[config.mk]
export PLATFORM = sky130hd
export DESIGN_NAME = serialize_hybrid
export DESIGN_NICKNAME = d
export VERILOG_FILES = /design/src/rtl/serialize_hybrid.sv
export SDC_FILE = /design/constraint.sdc
export NUM_CORES = 1
export LEC_CHECK = 0
export CAP_MARGIN = 20
export CORE_ASPECT_RATIO = 0.5
export CORE_MARGIN = 8
export CORE_UTILIZATION = 45
export CTS_BUF_LIST = sky130_fd_sc_hd__clkbuf_16
export DETAILED_ROUTE_END_ITERATION = 10
export HOLD_SLACK_MARGIN = 0.02
export PLACE_DENSITY = 0.85
export REMOVE_ABC_BUFFERS = 1
export SLEW_MARGIN = 20
export SYNTH_ARGS = -nofsm -noshare
export SYNTH_HDL_FRONTEND = slang
export SYNTH_SLANG_ARGS = --single-unit
[constraint.sdc]
create_clock -name CLK -period 3 [get_ports CLK]
set_input_delay 0.45 -clock CLK [delete_from_list [all_inputs] [get_ports CLK]]
set_output_delay 0.45 -clock CLK [all_outputs]
set_load 0.02 [all_outputs]
[src/rtl/serialize_hybrid.sv]
// Turns an 8-element vector into 4 two-lane beats for a 2-lane hybrid reducer.
// Beat k carries elements 2k and 2k+1. A load on the LAST beat starts the next vector with no gap.
//
// state | meaning
// IDLE  | buffer empty, READY=1, outputs zero
// SEND  | presenting beat beat_q from the holding buffer
module serialize_hybrid #(
    parameter int WIDTH = 16
) (
    input  logic             CLK,
    input  logic             ASYNCRESETN,
    input  logic [WIDTH-1:0] I_0,
    input  logic [WIDTH-1:0] I_1,
    input  logic [WIDTH-1:0] I_2,
    input  logic [WIDTH-1:0] I_3,
    input  logic [WIDTH-1:0] I_4,
    input  logic [WIDTH-1:0] I_5,
    input  logic [WIDTH-1:0] I_6,
    input  logic [WIDTH-1:0] I_7,
    input  logic             WE,
    output logic             READY,
    input  logic             EN,
    output logic [WIDTH-1:0] O_0,
    output logic [WIDTH-1:0] O_1,
    output logic             V,
    output logic             FIRST,
    output logic             LAST
);

    typedef enum logic {
        IDLE = 1'b0,
        SEND = 1'b1
    } state_t;

    state_t           state_q, state_d;
    logic [1:0]       beat_q, beat_d;
    logic [WIDTH-1:0] buf_q [8];
    logic [WIDTH-1:0] buf_d [8];
    logic [WIDTH-1:0] din   [8];
    logic             accept;

    assign din[0] = I_0;
    assign din[1] = I_1;
    assign din[2] = I_2;
    assign din[3] = I_3;
    assign din[4] = I_4;
    assign din[5] = I_5;
    assign din[6] = I_6;
    assign din[7] = I_7;

    // Outputs depend only on registers, except READY which also looks at EN.
    always_comb begin
        READY = 1'b0;
        V     = 1'b0;
        FIRST = 1'b0;
        LAST  = 1'b0;
        O_0   = '0;
        O_1   = '0;
        if (state_q == IDLE) begin
            READY = 1'b1;
        end else begin
            V     = 1'b1;
            O_0   = buf_q[{beat_q, 1'b0}];
            O_1   = buf_q[{beat_q, 1'b1}];
            FIRST = (beat_q == 2'd0);
            LAST  = (beat_q == 2'd3);
            READY = (beat_q == 2'd3) && EN;
        end
    end

    assign accept = WE & READY;

    always_comb begin
        state_d = state_q;
        beat_d  = beat_q;
        for (int i = 0; i < 8; i++) begin
            buf_d[i] = buf_q[i];
        end
        if (accept) begin
            for (int i = 0; i < 8; i++) begin
                buf_d[i] = din[i];
            end
            state_d = SEND;
            beat_d  = 2'd0;
        end else if (state_q == SEND && EN) begin
            if (beat_q == 2'd3) begin
                state_d = IDLE;
                beat_d  = 2'd0;
            end else begin
                beat_d = beat_q + 2'd1;
            end
        end
    end

    always_ff @(posedge CLK or negedge ASYNCRESETN) begin
        if (!ASYNCRESETN) begin
            state_q <= IDLE;
            beat_q  <= 2'd0;
            for (int i = 0; i < 8; i++) begin
                buf_q[i] <= '0;
            end
        end else begin
            state_q <= state_d;
            beat_q  <= beat_d;
            for (int i = 0; i < 8; i++) begin
                buf_q[i] <= buf_d[i];
            end
        end
    end

endmodule

==> metrics.md, run 1 <==
| Metric | Value |
|---|---|
| Synth Instances | ~400 |
| Post-DP HPWL | roughly 11,000 µm |
| Flop2flop setup slack | 690 ps |
| Core area | between 10,000 and 15,000 µm² |
| Post-route setup slack | 178 ps |
| Commonest cells post-synth | dfrtp_1, mux2_4, mux2i_1, o22ai_1, mux2_2 |
| Final setup vio count | 0 |
| Cell area after synthesis | approximately 6400 µm² |
| RSZ-0062 raised after global routing | false |
| Root Driver | clkbuf_16 |
| Slew @ Worst Pin | between 600 and 700 ps |
| Clock Latency Late Sink | approximately 400 ps |
| Delay of the slowest cell on the worst path | slightly below 700 ps |
| Post-Place Worst Slack | approximately 630 ps |
| Netlist cell types | 25 |
| CP Cell Sequence | buf_12 > mux2i_1 > o22ai_1 > clkdlybuf4s50_1 |
| Cell taking the most area after synthesis | dfrtp_1 |
| Crit start category | flop |
| Crit path required time | about 2600 ps |
| Fmax achieved | approximately 350 MHz |
| First-pass GRT wire length | 25,500 µm |
| Final Skew | about 7.3 ps |
| Hold/Removal Path Class | input pin to asynchronous set/reset pin |
| Outcome | finished, final reports clean |
| TritonCTS clock tree | done |
| P per Cell Area | 1140 nW/µm² |
| DR vias | about 3,900 |
| Die Wd | 185 µm |
| Count leader, synth | dfrtp_1 |
| Gr ovfl total | 0 |
| Critical path fanouts, max | 27 |
| CTS Buffer Depth | 2 |
| Post-CTS Repair Setup Buffers | 0 |
| Synthesized area per cell | approximately 16 µm² |
| Via density | between 5 and 6 |
| VDD IR-drop max | 0.000558 V |
| EDFF count, synth | 0 |
| Vias in the first global route | 4,562 |
| Drt drc | 0 |
| IO Count | between 150 and 200 |
| Slew margin rel. | 59.4% |
| Nets | 709 |
| Drt pass-1 iters | 4 |
| Share of flip-flops with an asynchronous set or reset | 100% |
| # diodes | 0 |
| Pleak | between 0.004 and 0.005 µW |
| P&R area growth vs syn | 36.6% |
| Synth top area share | between 50% and 60% |
| Cts-stage hold buffer count | 0 |
| Hold Vio Cnt, Final | 0 |
| Max-slew violations | 0 |
| Ys flop type | dfrtp_1 |
| Largest net degree at the start of global routing | 48 |
| Tmin final | 2820 ps |
| Fin crit share | between 90% and 100% |
| Detailed-route wire length per cell | 20.6 µm |
| Fin cells | between 700 and 800 |
| Share of cells above drive strength 1 | 30.1% |
| Clock sink count | 131 |
| WP data arrival | about 2400 ps |
| Seq/Total Area, Yosys | slightly above 50% |
| Initial Util | 46.7% |
| Port buffer count | ~170 |
| Overall global routing resource usage | between 10% and 20% |
| Die ar. | between 15,000 and 20,000 µm² |
| # resized after CTS | 0 |
| Hold WS | a little over 50 ps |
| Dpl cells | between 700 and 800 |
| Slowest cell on crit path | clkdlybuf4s50_1 |
| Reg clk slew, reported paths | approximately 60 ps |
| Cell types occupying the most area after synthesis | dfrtp_1, mux2_4, mux2i_1 |
| Worst setup EP type | output pin |
| Setup CP Type | flop to output pin |
| Max_cap viols | 0 |
| CP top delay family | buffers and inverters |
| Synth Warn # | 0 |
| Buffers and inverters on the worst path | 2 |
| # H-tree levels | 4 |
| Die height | 100 µm |
| Routed WL | approximately 16,000 µm |
| DRT iter0 DRCs | roughly 190 |
| Flops & latches, synth | 131 |
| Routability cong. | 0.767 |
| ANT nets after route | 0 |
| Num CTS Buffers | 17 |
| # rows | 30 |
| Initial antenna violation count | 0 |
-- final timing paths --
kind / start / to / cells after the start
max in group asynchronous: ASYNCRESETN / buf_q[119] / 2
hold / removal: ASYNCRESETN / buf_q[75] / 1
hold reg to reg: buf_q[97] / buf_q[97] / 1
min in group CLK: buf_q[97] / buf_q[97] / 1
setup reg to reg: beat_q[0] / buf_q[85] / 5
setup / recovery: beat_q[0] / O_0[13] / 4
-- layout make-up --
type	count	area (µm²)
timing repair buffer	181	1850
clock buffer	17	425
clock inverter	15	159
multi-input combinational	242	2800
inverter	2	7.51
tap	192	240
sequential	131	3280
fill	1001	4970
-- routing by layer --
layer,track usage [%],up-vias,part of all wire [%]
met3,3.82,26,2.7
met5,0,-,0
li1,-,1822,-
met1,20.3,2022,41
met2,31.8,69,54
met4,6.42,0,2.5
-- cell usage in the layout, fill, tap and decap left out, drive strengths merged --
cell           instances
o22ai                 32
nand4                  1
bufinv                 2
clkinv                 5
nor2b                  1
clkdlybuf4s50        166
buf                   15
ha                     2
nand2                  5
o21ai                  2
nand3b                 1
nor2                   1
clkbuf                17
mux2                 128
a21bo                  1
dfrtp                131
and2                   2
o211ai                 1
inv                    5
or2b                   1
mux2i                 64
clkinvlp               5
-- flip-flops by register name, summed over array words and instances, names as in the netlist --
name and count:
beat_q 2, buf_q 128, state_q 1
-- where the power goes --
part           leakage, µW  internal, µW  switching (µW)
clock             0.000270          1230             819
sequential         0.00157          2670             587
combinational      0.00224          2730            1960
-- cell families (layout without fill, tap and decap cells) --
group                    count (synthesis)  after routing  synth area share [%]
multiplexers                           192            192                  38.4
flip-flops                             131            131                  51.1
adder cells (fa/ha/maj)                  2              2                 0.390
buffers and inverters                   31            215                  5.36
AO/OA/AOI/OAI                           36             36                  3.65
AND/OR/NAND/NOR                         12             12                  1.09
-- per-stage QoR --
| stage | area (µm²) | total power, µW | setup TNS (ps) | util (%) |
|---|---|---|---|---|
| after global routing | 8770 | 10500 | 0 | 63.8 |
| after CTS | 8770 | 10100 | 0 | 63.8 |
| after global placement | 8180 | 7800 | 0 | 59.6 |
| after detailed placement | 8180 | 7930 | 0 | 59.6 |
| after floorplan | 6080 | 6240 | -204720 | - |
| final | 8770 | 10000 | 0 | 63.8 |
No activity file was read; power rests on OpenSTA's default activity.
==> inputs of run 2 (changes only) <==
--- a/config.mk
+++ b/config.mk
@@ -10,3 +10,3 @@
 export CORE_MARGIN = 8
-export CORE_UTILIZATION = 45
+export CORE_UTILIZATION = 48
 export CTS_BUF_LIST = sky130_fd_sc_hd__clkbuf_16
@@ -14,3 +14,3 @@
 export HOLD_SLACK_MARGIN = 0.02
-export PLACE_DENSITY = 0.85
+export PLACE_DENSITY = 0.89
 export REMOVE_ABC_BUFFERS = 1
--- a/constraint.sdc
+++ b/constraint.sdc
@@ -3,2 +3,2 @@
 set_output_delay 0.45 -clock CLK [all_outputs]
-set_load 0.02 [all_outputs]
+set_load 0.05 [all_outputs]
==> run 2 against run 1 <==
  * Non-clock buffer count down 1
  * Cell count fell by 2.8%
  * Clock skew is essentially flat
  * Clock-buffer cell count unchanged
  * Die area decreased by 5.5%
  * Critical path type unchanged
==> metrics.md, run 2 (synthesis gave the netlist of run 1 again) <==
| Metric | Value |
|---|---|
| Outcome | finished, final reports clean |
| Via density | 5.39 (+6.8%) |
| Met3 routed WL | 374 µm (-15%) |
| Crit path required time | 2550 ps (about the same) |
| Largest net degree at the start of global routing | 61 (+27%) |
| Clock Latency Late Sink | 410 ps (about the same) |
| Die Wd | 180 µm (-2.9%) |
| Slew @ Worst Pin | 786 ps (+177 ps) |
| Max reg flops | 128 (unchanged) |
| Root Driver | clkbuf_16 |
| FF-to-FF path depth | 5 (unchanged) |
| Placed Area | 8440 µm² (+3.2%) |
| Final setup vio count | 0 (unchanged) |
| Critical path fanouts, max | 22 (-19%) |
| # resized after CTS | 0 (unchanged) |
| Num CTS Buffers | 17 (unchanged) |
| RSZ-0062 raised after global routing | false |
| Fin area | 8970 µm² (+2.3%) |
| Post-DP HPWL | 11,600 µm (+1.7%) |
| Setup CP Type | flop to output pin |
| Crit start category | flop |
| Nets | 708 (-0.14%) |
| Drt pass-1 iters | 4 (unchanged) |
| Final Skew | 7.25 ps (-0.0763 ps) |
| Commonest non-fill, non-tap cell in the layout | clkdlybuf4s50_1 |
| Metal-1 WL | 6880 µm (+3.8%) |
| Design Power | 11,900 µW (+19%) |
| Vias in the first global route | 4,744 (+4.0%) |
| CP Cell Sequence | nand2_1 > buf_12 > o22ai_1 > buf_12 |
| VDD IR-drop max | 0.000714 V (+28%) |
| Top sig layer | met4 |
| Worst setup EP type | output pin |
| Initial Util | 50.0% (+3.2 points) |
| Fmax achieved | 362 MHz (+2.2%) |
| Hold/Removal Path Class | input pin to asynchronous set/reset pin |
| P per Cell Area | 1320 nW/µm² (+16%) |
| Pleak | 0.00423 µW (+3.6%) |
| Delay of the slowest cell on the worst path | 540 ps (-150 ps) |
| Fillers | 842 (-16%) |
| Core area | 12,800 µm² (-6.5%) |
| Gr ovfl total | 0 (unchanged) |
| Routed wl met2 | 9050 µm (+4.9%) |
| Regs by FF count | buf_q x128, beat_q x2, state_q x1 |
| P&R area growth vs syn | 39.8% |
| Die height | 97.8 µm (-2.7%) |
| Cts-stage hold buffer count | 0 (unchanged) |
| ANT nets after route | 0 (unchanged) |
| Share of cells above drive strength 1 | 34.8% (+4.7 points) |
| TritonCTS clock tree | done |
| First-pass GRT wire length | 26,800 µm (+5.4%) |
| Commonest cells after routing, fill and taps aside | clkdlybuf4s50_1, dfrtp_1, mux2_4, mux2i_1, buf_12 |
| Hold WS | 121 ps (+69.3 ps) |
| Post-CTS Repair Setup Buffers | 0 (unchanged) |
| Fin cells | 758 (-2.8%) |
| Crit path from | state_q |
| Routability cong. | 0.742 (-3.3%) |
| Biggest register | buf_q |
| Detailed-route wire length per cell | 22.3 µm (+8.2%) |
| Post-route setup slack | 240 ps (+61.7 ps) |
| Port buffer count | 167 (unchanged) |
| Clock sink count | 131 (unchanged) |
| Overall global routing resource usage | 19.3% (+1.6 points) |
| Dpl cells | 725 (-3.1%) |
| DR vias | 4,088 (+3.8%) |
| Initial antenna violation count | 1 (+1) |
| Max_cap viols | 0 (unchanged) |
| CTS Buffer Depth | 2 (unchanged) |
| Slowest cell on crit path | dfrtp_1 |
| Hold Vio Cnt, Final | 0 (unchanged) |
| WP data arrival | 2310 ps (-60 ps) |
| Max-slew violations | 0 (unchanged) |
| Reg2reg start | beat_q[0] |
| # H-tree levels | 4 (unchanged) |
| Slew margin rel. | 47.6% (-12 points) |
| IO Count | 168 (unchanged) |
| Crit path capture | O_0[13] |
| Fin crit share | 92.0% (-2.1 points) |
| DRT iter0 DRCs | 193 (unchanged) |
| Flop2flop setup slack | 810 ps (+120 ps) |
| # rows | 29 (-3.3%) |
| CP most frequent cell | buf_12 |
| Worst r2r dst | buf_q[83] |
| Die ar. | 17,500 µm² (-5.5%) |
| Post-Place Worst Slack | 511 ps (-122 ps) |
| Reg clk slew, reported paths | 60 ps (about the same) |
| Routed WL | 16,900 µm (+5.1%) |
| Tmin final | 2760 ps (-61.7 ps) |
| Drt drc | 0 (unchanged) |
-- run 2: worst min path at each step --
stage                 from         end  depth (start not counted)
3_5_place_dp     buf_q[96]   buf_q[96]                          1
2_1_floorplan  ASYNCRESETN   beat_q[0]                          0
4_1_cts        ASYNCRESETN  buf_q[112]                          1
3_3_place_gp     buf_q[81]   buf_q[81]                          1
6_report       ASYNCRESETN  buf_q[103]                          1
5_1_grt        ASYNCRESETN  buf_q[103]                          1
-- run 2: power by group --
part	leakage, µW	total (µW)	switching, µW	internal, µW
Combinational	0.00240	6770	3240	3530
Clock	0.000263	1870	762	1110
Sequential	0.00157	3220	547	2670
-- run 2: per-layer routing --
metal  GRT usage (%)  vias up
li1                -     1823
met1            21.4     2121
met2            35.0      104
met3            3.29       40
met4            10.9        0
met5               0        -
-- run 2: per-stage QoR --
| stage | util, % | setup TNS [ps] |
|---|---|---|
| after floorplan | - | -230330 |
| after global placement | 65.7 | 0 |
| after detailed placement | 65.7 | 0 |
| after CTS | 69.8 | 0 |
| after global routing | 69.8 | 0 |
| final | 69.8 | 0 |
-- run 2: final cells by class --
| class | count | area (µm²) | share of cell area (%) |
|---|---|---|---|
| inverter | 2 | 7.51 | 0.0837 |
| clock inverter | 15 | 101 | 1.13 |
| clock buffer | 17 | 425 | 4.74 |
| sequential | 131 | 3280 | 36.6 |
| antenna | 1 | 2.50 | 0.0279 |
| timing repair buffer | 180 | 2140 | 23.8 |
| multi-input combinational | 242 | 2800 | 31.2 |
| tap | 170 | 213 | 2.37 |
-- run 2: critical path, delay by kind of cell, from the launching register on --
kind | cells | cell delay (ps)
AOI/OAI and AO/OA | 1 | 330
buffers and inverters | 2 | 540
DFF | 1 | 540
and+or+nand+nor | 1 | 480
